## config.mk

```make
export PLATFORM = sky130hd
export DESIGN_NAME = seq_gen_flat
export DESIGN_NICKNAME = d
export VERILOG_FILES = /design/src/rtl/seq_gen_if.sv /design/src/rtl/seq_gen.sv /design/src/flat_wrapper.sv
export SDC_FILE = /design/constraint.sdc
export NUM_CORES = 1
export LEC_CHECK = 0
export ABC_AREA = 1
export ABC_CLOCK_PERIOD_IN_PS = 3700
export CORE_MARGIN = 10
export CORE_UTILIZATION = 32
export CTS_CLUSTER_DIAMETER = 150
export DETAILED_ROUTE_END_ITERATION = 10
export GPL_TIMING_DRIVEN = 0
export SYNTH_ARGS = -nofsm -noshare
export SYNTH_HDL_FRONTEND = slang
export SYNTH_SLANG_ARGS = --single-unit
```

## constraint.sdc

```tcl
create_clock -name clk -period 3.7 [get_ports clk]
set_input_delay 0.555 -clock clk [delete_from_list [all_inputs] [get_ports clk]]
set_output_delay 0.555 -clock clk [all_outputs]
set_load 0.005 [all_outputs]
```

## src/rtl/seq_gen_if.sv

```systemverilog
// rtl/seq_gen_if.sv - request/serial-output bundle for the serial test-sequence generator
//
// Signals:
//   start, stop        request and synchronous abort (master -> slave)
//   pattern, len       bits to send and number of bits per repetition
//   repeats            repetition count, 0 = continuous until stop
//   x, x_valid         serial data bit and its qualifier (slave -> master)
//   busy, done, err    transfer status, end pulse, rejected-start pulse
interface seq_gen_if #(
    parameter int WIDTH = 8,
    parameter int LEN_W = 4,
    parameter int REP_W = 4
);
    logic             start;
    logic             stop;
    logic [WIDTH-1:0] pattern;
    logic [LEN_W-1:0] len;
    logic [REP_W-1:0] repeats;
    logic             x;
    logic             x_valid;
    logic             busy;
    logic             done;
    logic             err;

    modport master (
        output start, stop, pattern, len, repeats,
        input  x, x_valid, busy, done, err
    );

    modport slave (
        input  start, stop, pattern, len, repeats,
        output x, x_valid, busy, done, err
    );
endinterface

```

## src/rtl/seq_gen.sv

```systemverilog
// rtl/seq_gen.sv - serial test-sequence generator, MSB-first with repeat and idle gap
//
// Ports:
//   clk    rising-edge clock
//   reset  asynchronous active-low reset
//   bus    seq_gen_if slave: start/stop/pattern/len/repeats in,
//          x/x_valid/busy/done/err out (all outputs registered)
module seq_gen #(
    parameter int WIDTH = 8,
    parameter int LEN_W = 4,
    parameter int REP_W = 4,
    parameter int GAP   = 2
) (
    input  logic     clk,
    input  logic     reset,
    seq_gen_if.slave bus
);

    localparam int                GAP_W    = (GAP > 1) ? $clog2(GAP + 1) : 1;
    localparam logic [LEN_W-1:0]  MAX_LEN  = LEN_W'(WIDTH);
    localparam logic [GAP_W-1:0]  GAP_LOAD = GAP_W'((GAP > 0) ? GAP - 1 : 0);

    typedef enum logic [1:0] {
        S_IDLE,
        S_SHIFT,
        S_GAP
    } state_t;

    state_t           state, state_n;
    logic [WIDTH-1:0] pat_q, pat_n;
    logic [LEN_W-1:0] len_q, len_n;
    logic [LEN_W-1:0] idx_q, idx_n;     // index of the bit currently on x
    logic [REP_W-1:0] rep_q, rep_n;     // repetitions left, including the current one
    logic             cont_q, cont_n;   // repeats was 0: run until stop
    logic [GAP_W-1:0] gap_q, gap_n;     // gap cycles left after the current one
    logic             x_n, x_valid_n, busy_n, done_n, err_n;
    logic             len_ok, last_rep;

    // Variable shift instead of a direct part-select keeps the index width
    // independent of WIDTH.
    function automatic logic bit_at(input logic [WIDTH-1:0] p, input logic [LEN_W-1:0] i);
        logic [WIDTH-1:0] s;
        s = p >> i;
        return s[0];
    endfunction

    assign len_ok   = (bus.len != '0) && (bus.len <= MAX_LEN);
    assign last_rep = !cont_q && (rep_q == REP_W'(1));

    always_comb begin
        state_n   = state;
        pat_n     = pat_q;
        len_n     = len_q;
        idx_n     = idx_q;
        rep_n     = rep_q;
        cont_n    = cont_q;
        gap_n     = gap_q;
        x_n       = 1'b0;
        x_valid_n = 1'b0;
        busy_n    = 1'b0;
        done_n    = 1'b0;
        err_n     = 1'b0;

        case (state)
            S_IDLE: begin
                // stop has priority: a simultaneous start is neither run nor flagged
                if (bus.start && !bus.stop) begin
                    if (len_ok) begin
                        pat_n     = bus.pattern;
                        len_n     = bus.len;
                        rep_n     = bus.repeats;
                        cont_n    = (bus.repeats == '0);
                        idx_n     = bus.len - 1'b1;
                        x_n       = bit_at(bus.pattern, bus.len - 1'b1);
                        x_valid_n = 1'b1;
                        busy_n    = 1'b1;
                        state_n   = S_SHIFT;
                    end else begin
                        err_n = 1'b1;
                    end
                end
            end

            S_SHIFT: begin
                if (bus.stop) begin
                    state_n = S_IDLE;
                end else if (idx_q != '0) begin
                    idx_n     = idx_q - 1'b1;
                    x_n       = bit_at(pat_q, idx_q - 1'b1);
                    x_valid_n = 1'b1;
                    busy_n    = 1'b1;
                end else if (last_rep) begin
                    state_n = S_IDLE;
                    done_n  = 1'b1;
                end else begin
                    if (!cont_q) begin
                        rep_n = rep_q - 1'b1;
                    end
                    busy_n = 1'b1;
                    if (GAP == 0) begin
                        idx_n     = len_q - 1'b1;
                        x_n       = bit_at(pat_q, len_q - 1'b1);
                        x_valid_n = 1'b1;
                    end else begin
                        state_n = S_GAP;
                        gap_n   = GAP_LOAD;
                    end
                end
            end

            S_GAP: begin
                if (bus.stop) begin
                    state_n = S_IDLE;
                end else begin
                    busy_n = 1'b1;
                    if (gap_q == '0) begin
                        state_n   = S_SHIFT;
                        idx_n     = len_q - 1'b1;
                        x_n       = bit_at(pat_q, len_q - 1'b1);
                        x_valid_n = 1'b1;
                    end else begin
                        gap_n = gap_q - 1'b1;
                    end
                end
            end

            default: begin
                state_n = S_IDLE;
            end
        endcase
    end

    always_ff @(posedge clk or negedge reset) begin
        if (!reset) begin
            state       <= S_IDLE;
            pat_q       <= '0;
            len_q       <= '0;
            idx_q       <= '0;
            rep_q       <= '0;
            cont_q      <= 1'b0;
            gap_q       <= '0;
            bus.x       <= 1'b0;
            bus.x_valid <= 1'b0;
            bus.busy    <= 1'b0;
            bus.done    <= 1'b0;
            bus.err     <= 1'b0;
        end else begin
            state       <= state_n;
            pat_q       <= pat_n;
            len_q       <= len_n;
            idx_q       <= idx_n;
            rep_q       <= rep_n;
            cont_q      <= cont_n;
            gap_q       <= gap_n;
            bus.x       <= x_n;
            bus.x_valid <= x_valid_n;
            bus.busy    <= busy_n;
            bus.done    <= done_n;
            bus.err     <= err_n;
        end
    end

endmodule

```

## src/flat_wrapper.sv

```systemverilog
// flat-port wrapper written by rule: the top's interface ports become plain ports
module seq_gen_flat 
#(
    parameter int WIDTH = 8,
    parameter int LEN_W = 4,
    parameter int REP_W = 4,
    parameter int GAP   = 2
)
  (clk, reset, bus_start, bus_stop, bus_pattern, bus_len, bus_repeats, bus_x, bus_x_valid, bus_busy, bus_done, bus_err);
  seq_gen_if #(.WIDTH(WIDTH), .LEN_W(LEN_W), .REP_W(REP_W)) bus_i ();
  input  logic clk;
  input  logic reset;
  input wire logic [$bits(bus_i.start)-1:0] bus_start;
  input wire logic [$bits(bus_i.stop)-1:0] bus_stop;
  input wire logic [$bits(bus_i.pattern)-1:0] bus_pattern;
  input wire logic [$bits(bus_i.len)-1:0] bus_len;
  input wire logic [$bits(bus_i.repeats)-1:0] bus_repeats;
  output wire logic [$bits(bus_i.x)-1:0] bus_x;
  output wire logic [$bits(bus_i.x_valid)-1:0] bus_x_valid;
  output wire logic [$bits(bus_i.busy)-1:0] bus_busy;
  output wire logic [$bits(bus_i.done)-1:0] bus_done;
  output wire logic [$bits(bus_i.err)-1:0] bus_err;
  assign bus_i.start = bus_start;
  assign bus_i.stop = bus_stop;
  assign bus_i.pattern = bus_pattern;
  assign bus_i.len = bus_len;
  assign bus_i.repeats = bus_repeats;
  assign bus_x = bus_i.x;
  assign bus_x_valid = bus_i.x_valid;
  assign bus_busy = bus_i.busy;
  assign bus_done = bus_i.done;
  assign bus_err = bus_i.err;
  seq_gen #(.WIDTH(WIDTH), .LEN_W(LEN_W), .REP_W(REP_W), .GAP(GAP)) u_core (.clk(clk), .reset(reset), .bus(bus_i));
endmodule
```

==> run_results.csv <==
group,metric,value,unit
sta,fin_crit_sh,58.5,%
die,io_pins,25,
final_layout,drive_gt1_share,7.94,%
clock_network,clk_transition_reported_paths,0.06,ns
clock_network,htreeDepth,2,
sta,fin_tns_setup,0,ns
route,drcViolationCount,0,
synthesis,synth-xor-area-share,1.31,%
clock_network,ctsResizeCount,0,
sta,layout_min_cycle_time,2.17,ns
synthesis,syn_nets,314,
power,p_leak,1.24,nW
final_layout,mostFrequentLayoutCell,"nand2_1",
clock_network,cts_setup_buffers,0,
synthesis,synth_mux_area_share,0,%
final_layout,n_antenna_cell,0,
worst_setup_path,cp-end-kind,"flop",
worst_setup_path,critPathArrivalTime,2.32,ns
global_routing,grt.total_usage,9.80,%
worst_setup_path,required,3.86,ns
global_routing,antenna_found_initial,0,
power,peakVddDrop,0.000293,V
clock_network,cts_tree,"yes",
route,drtIter0Drc,112,
worst_setup_path,setup.worst_path.start,"bus_len[0]",
route,drt_pass1_iterations,4,
synthesis,ys_seq_elements,30,
sta,maxSlewHeadroom,51.1,%
synthesis,yosys.area_share.adder,6.88,%
clock_network,ctsHoldBuffers,0,
synthesis,synth_top_cell_by_area,"dfrtp_1",
synthesis,syn-cell-area,2000,sq um
synthesis,yosysWarnings,0,
synthesis,netlist_instances,283,
job,maxCapViolCount,0,
worst_setup_path,r2r-end,"u_core.bus.x_valid",
die,die_w,99.1,um
sta,drv_slew,0,
final_layout,fin_nets,346,
placement,io_buffer_count,24,
route,finalWirelength,4750,um
die,dieArea,9810,sq um
worst_hold_path,hp-class,"reg2reg",
power,powerDensity,736,nW/um^2
sta,setup-violations-final,0,
global_routing,grt_max_degree,18,
worst_setup_path,crit_type,"in2reg",
final_layout,nFillCells,614,
placement,placed_cell_area,2360,sq um
synthesis,synth_top_family_by_area,"simple AND/OR/NAND/NOR gates",
clock_network,cts_buffers,5,
worst_setup_path,r2r-start,"u_core.state[1]",
global_routing,grt_pass1_wl,8080,um
clock_network,numClockSinks,30,
final_layout,layout_common_cells,"nand2_1 (116), inv_1 (34), dfrtp_1 (30)",
worst_setup_path,worst_setup_path_start_kind,"input pin",
clock_network,clockBufferDepth,2,
synthesis,yosysSeqAreaShare,37.5,%
die,start_util,33.4,%
worst_setup_path,cp_max_fo,8,
synthesis,synth.avg_cell_area,7.07,sq um
synthesis,synth_cell_types,32,
outcome,outcome,"completed",
final_layout,postLayoutCellArea,2440,sq um
final_layout,area_growth,21.9,%
global_routing,grt_pass1_vias,1799,
synthesis,synthSimpleGateAreaFrac,36.3,%
synthesis,synth_compound_gate_area_share,8.88,%
route,viasPerCell,4.63,
route,antenna_left,0,
die,rows,28,
placement,dp_hpwl,3830,um
worst_setup_path,ff2ff_path_depth,8,
synthesis,synth_area_leaders,"dfrtp_1 (38%), nand2_1 (22%), nand3_1 (7.3%), ha_1 (6.9%), inv_1 (6.4%)",
placement,gp_congestion,0.790,
synthesis,synth_top_area_share,37.5,%
route,vias,1807,
sta,worst_pin_slew,0.732,ns
die,die_h,99.1,um
sta,skew,0.00637,ns
sta,max_freq,462,MHz
sta,final_hold_viol_count,0,
clock_network,cts_root_buffer,"clkbuf_8",
clock_network,clkLatencyLatePin,0.27,ns
global_routing,globalRouteOverflowTotal,0,
worst_setup_path,ff2ff_setup_slack,1.96,ns
sta,rsz0062_at_grt,"false",
worst_setup_path,crit_end,"u_core.idx_q[2]",
die,core-area,5990,sq um
route,wire_per_inst,12.2,um
-- cells in the mapped netlist --
| master | instances |
|---|---|
| nand2_1 | 116 |
| inv_1 | 34 |
| dfrtp_1 | 30 |
| nand3_1 | 29 |
| o21ai_0 | 14 |
| ha_1 | 11 |
| nor2_1 | 7 |
| o21ai_1 | 5 |
| inv_2 | 4 |
| buf_6 | 3 |
| nand3_2 | 3 |
| nand2_4 | 2 |
| nand4_1 | 2 |
| nor2_2 | 2 |
| o211ai_1 | 2 |
| o22ai_1 | 2 |
| xor2_1 | 2 |
| a21oi_1 | 1 |
| a22oi_1 | 1 |
| a31oi_1 | 1 |
| a41oi_1 | 1 |
| inv_4 | 1 |
| nand2_2 | 1 |
| nor2_4 | 1 |
| nor3_1 | 1 |
| nor4_1 | 1 |
| o21a_1 | 1 |
| o22ai_2 | 1 |
| o31ai_1 | 1 |
| or2_0 | 1 |
| or2_2 | 1 |
| xnor2_1 | 1 |
-- per-layer routing --
layer  routed length [um]  GRT usage, %
met4                   67          3.86
met5                    0             0
met3                  189          2.23
met2                 2090          15.5
met1                 2400          12.5
-- layout make-up --
type                    count  area (sq um)  area share, %
flip-flops and latches     30           751           30.8
multi-input cells         211          1070           43.8
well taps                  75          93.8           3.85
repair buffers             25           268           11.0
clock buffers               7          76.3           3.13
plain buffers               3          33.8           1.39
inverters                  39           149           6.11
-- state kept, by name, summed over array words and instances, names as in the netlist --
name	count
u_core.pat_q	8
u_core.idx_q	4
u_core.len_q	4
u_core.rep_q	4
u_core.gap_q	2
u_core.state	2
u_core.bus.busy	1
u_core.bus.done	1
u_core.bus.err	1
u_core.bus.x	1
u_core.bus.x_valid	1
u_core.cont_q	1
-- stage by stage --
stage                     total power [W]  std cells  util, %  hold slack (ns)  setup slack [ns]
final                             0.00180        390     40.7            0.483              1.53
after global routing              0.00200        390     40.7            0.511              1.38
after CTS                         0.00181        390     40.7            0.488              1.54
after detailed placement          0.00156        383     39.4            0.474              1.25
after global placement            0.00154        382     39.0            0.472              1.26
after floorplan                   0.00131        283        -            0.259              2.07
-- worst max-delay path: stages --
cell and delay, ns:
clkdlybuf4s50_1 0.55, inv_2 0.19, ha_1 0.28, nand2_1 0.07, nand2_1 0.09, nand2_1 0.08
nand2_2 0.09, nand2_4 0.08, nor2_4 0.15, inv_1 0.07, nand2_1 0.06, nand2_1 0.05
-- worst min path at each step --
stage,start,to,cells after the start
floorplan,reset,u_core.bus.busy,0
global placement,u_core.gap_q[1],u_core.gap_q[1],2
detailed placement,u_core.gap_q[1],u_core.gap_q[1],2
CTS,u_core.gap_q[1],u_core.gap_q[1],2
global route,u_core.len_q[1],u_core.len_q[1],2
finish,u_core.gap_q[1],u_core.gap_q[1],2
-- cell families (layout without fill, tap and decap cells) --
group                      count (synthesis)  count (layout)
and+or+nand+nor                          167             167
DFF                                       30              30
xor gates and xnor gates                   3               3
AOI/OAI and AO/OA                         30              30
buffers and inverters                     42              74
adders and majority gates                 11              11
-- power breakdown --
part	total, W	switching, W	internal [W]
registers	0.000585	0.000117	0.000468
clock network	0.000241	0.000112	0.000129
logic	0.000969	0.000577	0.000392
total	0.00180	0.000806	0.000989
(Power assumes the default switching activity.)
==> patch (same flow settings) <==
The 3 states of `state_t` get a one-hot encoding in 3 bits.
--- a/src/rtl/seq_gen.sv
+++ b/src/rtl/seq_gen.sv
@@ -21,8 +21,8 @@
     localparam logic [GAP_W-1:0]  GAP_LOAD = GAP_W'((GAP > 0) ? GAP - 1 : 0);
 
-    typedef enum logic [1:0] {
-        S_IDLE,
-        S_SHIFT,
-        S_GAP
+    typedef enum logic [2:0] {
+        S_IDLE  = 3'b001,
+        S_SHIFT = 3'b010,
+        S_GAP   = 3'b100
     } state_t;
 
Function: same outputs for any inputs over 10 cycles, from zero or initial values and one cycle with reset low; not proved beyond that.
==> patch against the original RTL <==
Critical path depth fell by 1; sequential cell count increased by 1; non-clock buffer count down 1; wire length is 1.3% higher; count of clock-buffer cells in the layout decreased by 1; final area rose by 1.1%; final cell count up 1.3%; highest routed layer unchanged; synthesized area up 0.94%; worst setup slack got worse by 0.11 ns; critical endpoint is now u_core.pat_q[6]$_DFFE_PN0P_.
Power is not compared: it rests on default switching activity, and its combinational part moved more than twofold at a synthesized area within 25%.
==> patch: results (changes against the original RTL) <==
outcome: "finished, final reports clean"
fin_skew_ns: 0.00598  # -0.000387 ns
synthDistinctLibCells: 27  # -16%
worstPathArrival_ns: 2.45  # +0.13 ns
r2r-start: "u_core.idx_q[0]$_DFFE_PN0P_"
fin_nets: 345  # -0.29%
ir_drop_mv: 0.172
clk_path_buf_depth: 2  # unchanged
rr_endpoint: "u_core.bus.x$_DFF_PN0_"
numCtsBuffers: 5  # unchanged
wl_met1_mm: 2.24  # -6.7%
dp_hpwl_mm: 3.81  # -0.49%
post_cts_buffers: 0  # unchanged
layout-drive-gt1-share_pct: 11.6  # +3.6 points
met3WireLength_um: 253  # +34%
syn_nets: 314  # unchanged
largest_reg_flops: 8  # unchanged
pre_cts_slack_ns: 1.10  # -0.153 ns
relSlewSlack_pct: 53.8  # +2.8 points
ff2ff_setup_slack_ns: 1.97
grt_pass1_wl_mm: 8.50  # +5.2%
placed_area_um2: 2350  # -0.58%
power.internal_uw: 772
slowest_delay_ns: 0.54
worst_path_max_delay_cell: "clkdlybuf4s50_1"
clk_pin_slew_worst_paths_ns: 0.07
routed-via-count: 1903  # +5.3%
fill_cells: 666  # +8.5%
drtIter0Drc: 68  # -39%
power.density_nw_per_um2: 478
finalWirelength_mm: 4.81  # +1.3%
grt_usage_pct: 10.4  # +0.64 points
clock_latency_ns: 0.29  # +0.02 ns
portBuffers: 24  # unchanged
synth_commonest_cells: "nand2_1, nand3_1, dfrtp_1"
hp-class: "in -> async"
ys_seq_area_share_pct: 38.5  # +0.95 points
grt_max_degree: 32  # +14
synthTopCellsByArea: "dfrtp_1, nand2_1, nand3_1, inv_1, ha_1"
drtPass1Iterations: 4  # unchanged
h-tree-depth: 2  # unchanged
gp_congestion: 0.893  # +13%
wl_met2_mm: 2.25  # +8.0%
cp_max_fo: 10  # +2
-- patch: changes by cell type after synthesis, sizes merged, moves of 5 or more --
cell   delta
nand2     +8
nand3    +14
ha        -5
o21ai     -9
nand4     +5
inv       -6
nor2      +6
-- patch: area by class of cell --
type                            instances  area share, %
Buffer                                  3           1.42
Clock buffer                            6           3.35
Clock inverter                          2           1.42
Inverter                               35           5.43
Multi-Input combinational cell        219           43.5
Sequential cell                        31           31.5
Tap cell                               75           3.81
Timing Repair Buffer                   24           9.54
-- patch: kinds of logic after synthesis --
family	count (synthesis)	share of synthesized area (%)
buffers and inverters	38	8.36
AO/OA/AOI/OAI	11	2.73
AND/OR/NAND/NOR	200	45.8
XOR/XNOR	2	0.868
flip-flops	31	38.5
adder cells (fa/ha/maj)	6	3.72
-- patch: worst max path at each step --
stage,to,start,depth (start not counted),slack [ns]
after floorplan,u_core.idx_q[1]$_DFFE_PN0P_,bus_len[0],10,1.97
after global placement,u_core.pat_q[5]$_DFFE_PN0P_,bus_len[0],11,1.11
after detailed placement,u_core.pat_q[4]$_DFFE_PN0P_,bus_len[0],11,1.10
after CTS,u_core.pat_q[2]$_DFFE_PN0P_,bus_len[0],11,1.40
after global routing,u_core.pat_q[4]$_DFFE_PN0P_,bus_len[0],11,1.28
final,u_core.pat_q[6]$_DFFE_PN0P_,bus_len[0],11,1.42
-- patch: through the flow --
stage	hold WS [ns]	std cells	power, mW
6_report	0.307	395	1.18
3_5_place_dp	0.468	387	0.837
4_1_cts	0.339	395	1.19
2_1_floorplan	0.259	288	0.730
3_3_place_gp	0.461	387	0.827
5_1_grt	0.360	395	1.28
-- patch: layer usage --
metal	track usage, %	vias up
met3	3.53	5
met1	12.5	886
li1	-	982
met5	0	-
met2	17.1	30
met4	3.42	0
